[config.mk]
export PLATFORM = sky130hd
export DESIGN_NAME = sipo_deserializer
export DESIGN_NICKNAME = d
export VERILOG_FILES = /design/src/rtl/sipo_deserializer.sv
export SDC_FILE = /design/constraint.sdc
export NUM_CORES = 1
export LEC_CHECK = 0
export ABC_AREA = 0
export CAP_MARGIN = 10
export CELL_PAD_IN_SITES_DETAIL_PLACEMENT = 1
export CELL_PAD_IN_SITES_GLOBAL_PLACEMENT = 1
export CORE_UTILIZATION = 35
export DETAILED_ROUTE_END_ITERATION = 8
export GPL_ROUTABILITY_DRIVEN = 1
export HOLD_SLACK_MARGIN = 0.03
export PLACE_DENSITY = 0.76
export REMOVE_ABC_BUFFERS = 1
export SLEW_MARGIN = 5
export SYNTH_ARGS = -nofsm -noshare
export SYNTH_HDL_FRONTEND = slang
export SYNTH_SLANG_ARGS = --single-unit
export TNS_END_PERCENT = 1
[constraint.sdc]
create_clock -name clk -period 1.9 [get_ports clk]
set_input_delay 0.38 -clock clk [delete_from_list [all_inputs] [get_ports clk]]
set_output_delay 0.38 -clock clk [all_outputs]
set_load 0.01 [all_outputs]
[src/rtl/sipo_deserializer.sv]
// MSB-first serial-in/parallel-out receiver with a valid/ack holding register and sticky overrun.
// Optional even-parity bit per word when SIPO_PARITY_EN is defined (adds PAR state and parity_err).
module sipo_deserializer #(
    parameter int unsigned N = 4
) (
    input  logic         clk,
    input  logic         clear_n,
    input  logic         sin,
    input  logic         sen,
    input  logic         sync,
    input  logic         q_ack,
    output logic [N-1:0] q,
    output logic         q_valid,
    output logic         overrun
`ifdef SIPO_PARITY_EN
    ,
    output logic         parity_err
`endif
);

    localparam int unsigned   CW       = $clog2(N);
    localparam logic [CW-1:0] CNT_LAST = CW'(N - 1);

`ifdef SIPO_PARITY_EN
    localparam int unsigned SRW = N;
`else
    // Without parity the word is {sr[N-2:0], sin} at completion, so the
    // shift register MSB is never observed and is not stored.
    localparam int unsigned SRW = N - 1;
`endif

`ifdef SIPO_PARITY_EN
    typedef enum logic {
        ST_DATA,
        ST_PAR
    } state_e;

    state_e state_q, state_d;
    logic   perr_q, perr_d, perr_new;
`endif

    logic [SRW-1:0] sr_q, sr_d;
    logic [CW-1:0]  cnt_q, cnt_d;
    logic [N-1:0]   q_q, q_d, word;
    logic           valid_q, valid_d;
    logic           ovr_q, ovr_d;
    logic           complete, accept;

    always_ff @(posedge clk or negedge clear_n) begin
        if (!clear_n) begin
            sr_q    <= '0;
            cnt_q   <= '0;
            q_q     <= '0;
            valid_q <= 1'b0;
            ovr_q   <= 1'b0;
`ifdef SIPO_PARITY_EN
            state_q <= ST_DATA;
            perr_q  <= 1'b0;
`endif
        end else begin
            sr_q    <= sr_d;
            cnt_q   <= cnt_d;
            q_q     <= q_d;
            valid_q <= valid_d;
            ovr_q   <= ovr_d;
`ifdef SIPO_PARITY_EN
            state_q <= state_d;
            perr_q  <= perr_d;
`endif
        end
    end

    always_comb begin
        sr_d     = sr_q;
        cnt_d    = cnt_q;
        q_d      = q_q;
        valid_d  = valid_q;
        ovr_d    = ovr_q;
        complete = 1'b0;
`ifdef SIPO_PARITY_EN
        state_d  = state_q;
        perr_d   = perr_q;
        word     = sr_q;
        perr_new = ^{sr_q, sin};
`else
        word     = {sr_q, sin};
`endif

        if (sen) begin
            sr_d = SRW'({sr_q, sin});
            // Sync wins over both completion and the parity slot.
            if (sync) begin
                cnt_d = CW'(1);
`ifdef SIPO_PARITY_EN
                state_d = ST_DATA;
            end else if (state_q == ST_PAR) begin
                complete = 1'b1;
                cnt_d    = '0;
                state_d  = ST_DATA;
`endif
            end else if (cnt_q == CNT_LAST) begin
`ifdef SIPO_PARITY_EN
                state_d = ST_PAR;
`else
                complete = 1'b1;
                cnt_d    = '0;
`endif
            end else begin
                cnt_d = cnt_q + CW'(1);
            end
        end

        accept = complete && (!valid_q || q_ack);

        if (accept) begin
            q_d     = word;
            valid_d = 1'b1;
`ifdef SIPO_PARITY_EN
            perr_d  = perr_new;
`endif
        end else if (q_ack && valid_q) begin
            valid_d = 1'b0;
`ifdef SIPO_PARITY_EN
            perr_d  = 1'b0;
`endif
        end

        if (complete && !accept) begin
            ovr_d = 1'b1;
        end else if (q_ack && valid_q) begin
            ovr_d = 1'b0;
        end
    end

    assign q       = q_q;
    assign q_valid = valid_q;
    assign overrun = ovr_q;
`ifdef SIPO_PARITY_EN
    assign parity_err = perr_q;
`endif

endmodule
* Word level (Yosys, flattened, before mapping)
Cells that the tools add are included.
** Cells by class
- Add/subtract/negate cells :: 1
- Multiplexer cells :: 8
- Eq/ne operators :: 1
- Reductions and logical operators :: 8
** Operators by type and width (number)
- $mux W1 :: 6
- $mux W2 :: 2
- $reduce_bool A2 Y1 :: 2
- $logic_and A1 B1 Y1 :: 3
- $add A2 B1 Y2 const B :: 1
- $eq A2 B2 Y1 const B :: 1
- $logic_not A1 Y1 :: 2
- $logic_or A1 B1 Y1 :: 1
** Word-level totals
- Word-level logic and storage cells :: 23
- Register bits :: 11
- Output and inout port bits :: 6
- Bits of input ports :: 6

* Logic depth before layout (Yosys ltp)
- Word-level depth :: 8
- Mapped depth :: 4
- Gate-level depth less buffers :: 4

* Worst setup path after synthesis
OpenSTA, ideal clock, no wires.
- Kind :: register to register
- Start point :: reg cnt_q[0]
- End point :: reg q_q[2], in the netlist q[2]
- Path slack :: 620 ps
- Data required time :: 1775 ps
- Arrival :: 1155 ps
- Stages on the path, launching flop included :: 5
- Cell sequence :: dfrtp_1 ha_1 nand3b_4 a21oi_4 mux2_2
** Between the ends
- Word-level cells in the longest chain between the ends :: 5
** RTL lines
- start, declared :: line 43 : logic [CW-1:0] cnt_q, cnt_d;
- start signal, assigned :: line 62 : cnt_q <= cnt_d;
- $eq A2 B2 Y1 :: line 101 : end else if (cnt_q == CNT_LAST) begin
- $mux W1 :: line 101
- $mux W1 :: line 92 : if (sync) begin
- $mux W1 :: line 89 : if (sen) begin
- $logic_and A1 B1 Y1 :: line 113 : accept = complete && (!valid_q || q_ack);
- end signal, assigned :: line 63 : q_q <= q_d;
- end, declared :: line 44 : logic [N-1:0] q_q, q_d, word;
No other way between the ends.
A chain may end at the register's enable or synchronous reset.

* Worst setup path after layout
- Start point :: reg valid_q, in the netlist q_valid
- End point :: out q_valid
** RTL lines
- start, declared :: line 45 : logic valid_q, valid_d;
- start signal, assigned :: line 64 : valid_q <= valid_d;
- end, declared :: line 13 : output logic q_valid,
No word-level cell between the ends.

==> results.tsv <==
metric	value	unit
clock period minus worst slack	1.68	ns
setup TNS	0	ns
worst-case vdd ir drop	0.502	mV
maxcap violations	0	
wire per inst	14.6	um
number of nets still failing antenna checks after routing	0	
Mapped Area	473	sq um
final instance area	623	sq um
sequential fraction of design power	0.467	
run status	completed	
Resized cells post-CTS	0	
layout overhead on the synthesized area	31.7	%
top post-synthesis cells by count	sky130_fd_sc_hd__dfrtp_1, sky130_fd_sc_hd__mux2_2, sky130_fd_sc_hd__inv_1, sky130_fd_sc_hd__nor2_1	
DRC viols	0	
transition time of the tightest slew-check pin	0.504	ns
HPWL after detailed placement	693	um
clock latency at the later pin of the worst-skew pair	0.27	ns
Critical Path RT	1.52	ns
flop2flop setup slack	0.48	ns
die area	1500	sq um
Clk pin slew, worst setup/hold paths	0.07	ns
nature of the critical path endpoint	output port	
Iteration-0 DRC Markers	1	
crit path max-delay cell type	sky130_fd_sc_hd__clkdlybuf4s50_1	
routed via count divided by cell count	5.08	
count of yosys warnings during synthesis	0	
switching power total	204	uW
total of buffers placed on input and output ports	11	
chip width	38.8	um
Distinct cells, synth	14	
number of setup violations in the final report	0	
I/O Pins	12	
ANT cells	0	
asr flop ratio synth	1.00	
drt total wl	917	um
setup skew after layout	0.00668	ns
kind of critical path	flip-flop to output port	
EDFF count, synth	0	
worst setup path end	q_valid	
Final Max Slew Viols	0	
root buf cell	sky130_fd_sc_hd__clkbuf_4	
arrival time at the worst endpoint	1.30	ns
combined buffer and inverter count along the critical path	1	
clock tree sinks	11	
syn_area_per_cell	13.9	sq um
overall die height	38.8	um
total iterations of the first detailed-routing run	2	
hold-fix buffers at CTS	0	
Final Power	726	uW
row count	12	
list of cells traversed by the critical path	clkdlybuf4s50_1	
TritonCTS clock tree	yes	
share of cells above drive strength 1	0.224	
maximum level of the CTS H-tree	1	
Crit. path cell count	1	
CTS Buffer Depth	2	
pin count of the biggest net entering global routing	12	
Worst setup SP type	flip-flop	
share of the synthesized area in the top cell type	0.582	
initial antenna violation count	0	
number of cells on the worst reg-to-reg path	4	
first-pass GRT wire length	1.61	mm
number of nets in the layout	57	
total of flip-flops plus latches after synthesis	11	
sequential cell area fraction in the yosys report	0.582	
final global-route overflow total	0	
min-delay worst type	input port to asynchronous set/reset pin	
most common flop cell mapped by yosys	sky130_fd_sc_hd__dfrtp_1	
fraction of the cycle the final worst path needs	0.884	
combinational power share	0.313	
end of the worst register-to-register path	q[1]$_DFFE_PN0P_	
setup repair after global routing missed its margin	no	
peak clock frequency supported by timing	0.595	GHz
most repeated cell in the gate-level netlist after synthesis	sky130_fd_sc_hd__dfrtp_1	
count of final hold-check violations	0	
switching share of power	0.281	
Overall Global Routing Usage	0.169	
TritonCTS Buffers	3	
Leakage Power	0.285	nW
startpoint of the lowest-slack register-to-register path	cnt_q[0]$_DFFE_PN0P_	
timing startpoint of the critical path	q_valid$_DFFE_PN0P_	
Slew headroom	0.663	
post-synth top area cell	sky130_fd_sc_hd__dfrtp_1	
PD cells	1160	nW/um^2
initial core utilization	0.399	
top cells by area, synth	sky130_fd_sc_hd__dfrtp_1, sky130_fd_sc_hd__mux2_2, sky130_fd_sc_hd__mux2_1, sky130_fd_sc_hd__nand3b_4, sky130_fd_sc_hd__a21oi_4	
CP delay by family, top	buffers and inverters	
top fanout value on the critical path	5	
Post-CTS Setup Bufs	0	
number of global-route vias before repair	354	
Vias	320	
clock network fraction of design power	0.221	
cell count after synthesis	34	
Slowest Stage Delay on Critical Path	0.57	ns
cell-internal power	522	uW
weighted congestion at the end of routability-driven global placement	0.728	
core region area	1190	sq um
placement-stage cell area	597	sq um
==> worst register-to-register path: stages (launching register included) <==
cell	delay, ns
sky130_fd_sc_hd__dfrtp_1	0.40
sky130_fd_sc_hd__ha_1	0.26
sky130_fd_sc_hd__nand3b_4	0.10
sky130_fd_sc_hd__a21oi_4	0.17
sky130_fd_sc_hd__mux2_1	0.37
==> worst min path at each step <==
stage                                 from                    to  depth (start not counted)
final                              clear_n   overrun$_DFFE_PN0P_                          1
after global routing               clear_n   overrun$_DFFE_PN0P_                          1
after CTS                          clear_n   q_valid$_DFFE_PN0P_                          1
after detailed placement  q[0]$_DFFE_PN0P_      q[0]$_DFFE_PN0P_                          1
after global placement    q[1]$_DFFE_PN0P_      q[1]$_DFFE_PN0P_                          1
after floorplan                    clear_n  cnt_q[0]$_DFFE_PN0P_                          0
==> placed cells by master, fill, tap and decap left out, drive strengths merged <==
cell type and count:
mux2 7, clkdlybuf4s50 11, nor2b 1, buf 1
ha 1, a21oi 3, nand3b 1, inv 3
clkbuf 4, o21ai 1, a22o 1, a31oi 1
nor2 3, dfrtp 11
==> metal layers <==
layer | vias to the layer above | share of wire | GRT usage
li1 | 149 | - | -
met2 | 9 | 0.49 | 0.267
met1 | 160 | 0.45 | 0.210
met5 | - | 0 | 0
met4 | 0 | 0.0065 | 0.103
met3 | 2 | 0.047 | 0.0347
==> registers in the layout, indices dropped and copies added, names as in the netlist <==
register,count
cnt_q,2
overrun,1
q,4
q_valid,1
sr_q,3
==> kinds of logic (layout without fill, tap and decap cells) <==
kind of cell	count (synthesis)	in the layout	synth area share
mux	7	7	0.167
simple gates	5	5	0.0794
compound gates	6	6	0.0979
flops	11	11	0.582
fa+ha+maj	1	1	0.0265
buf+inv	4	19	0.0476
==> power groups by stage <==
stage	logic, mW	clock network (mW)	registers [mW]
floorplan	0.0711	0	0.359
global placement	0.221	0	0.337
detailed placement	0.229	0	0.344
CTS	0.231	0.163	0.340
global route	0.249	0.178	0.349
finish	0.227	0.160	0.339
==> stage by stage <==
step           cells  hold slack [ns]  setup slack (ns)   util
2_1_floorplan     33           0.0844             0.620      -
3_3_place_gp      59            0.482             0.259  0.503
3_5_place_dp      59            0.493             0.180  0.503
4_1_cts           63            0.460             0.205  0.525
5_1_grt           63            0.479             0.160  0.525
6_report          63            0.445             0.220  0.525
==> final cells by class <==
cell class,count,area (sq um)
Timing Repair Buffer,12,118
Inverter,3,11.3
Sequential cell,11,275
Clock buffer,4,26.3
Multi-Input combinational cell,19,175
Fill cell,123,563
Tap cell,14,17.5
(Power assumes the default switching activity.)
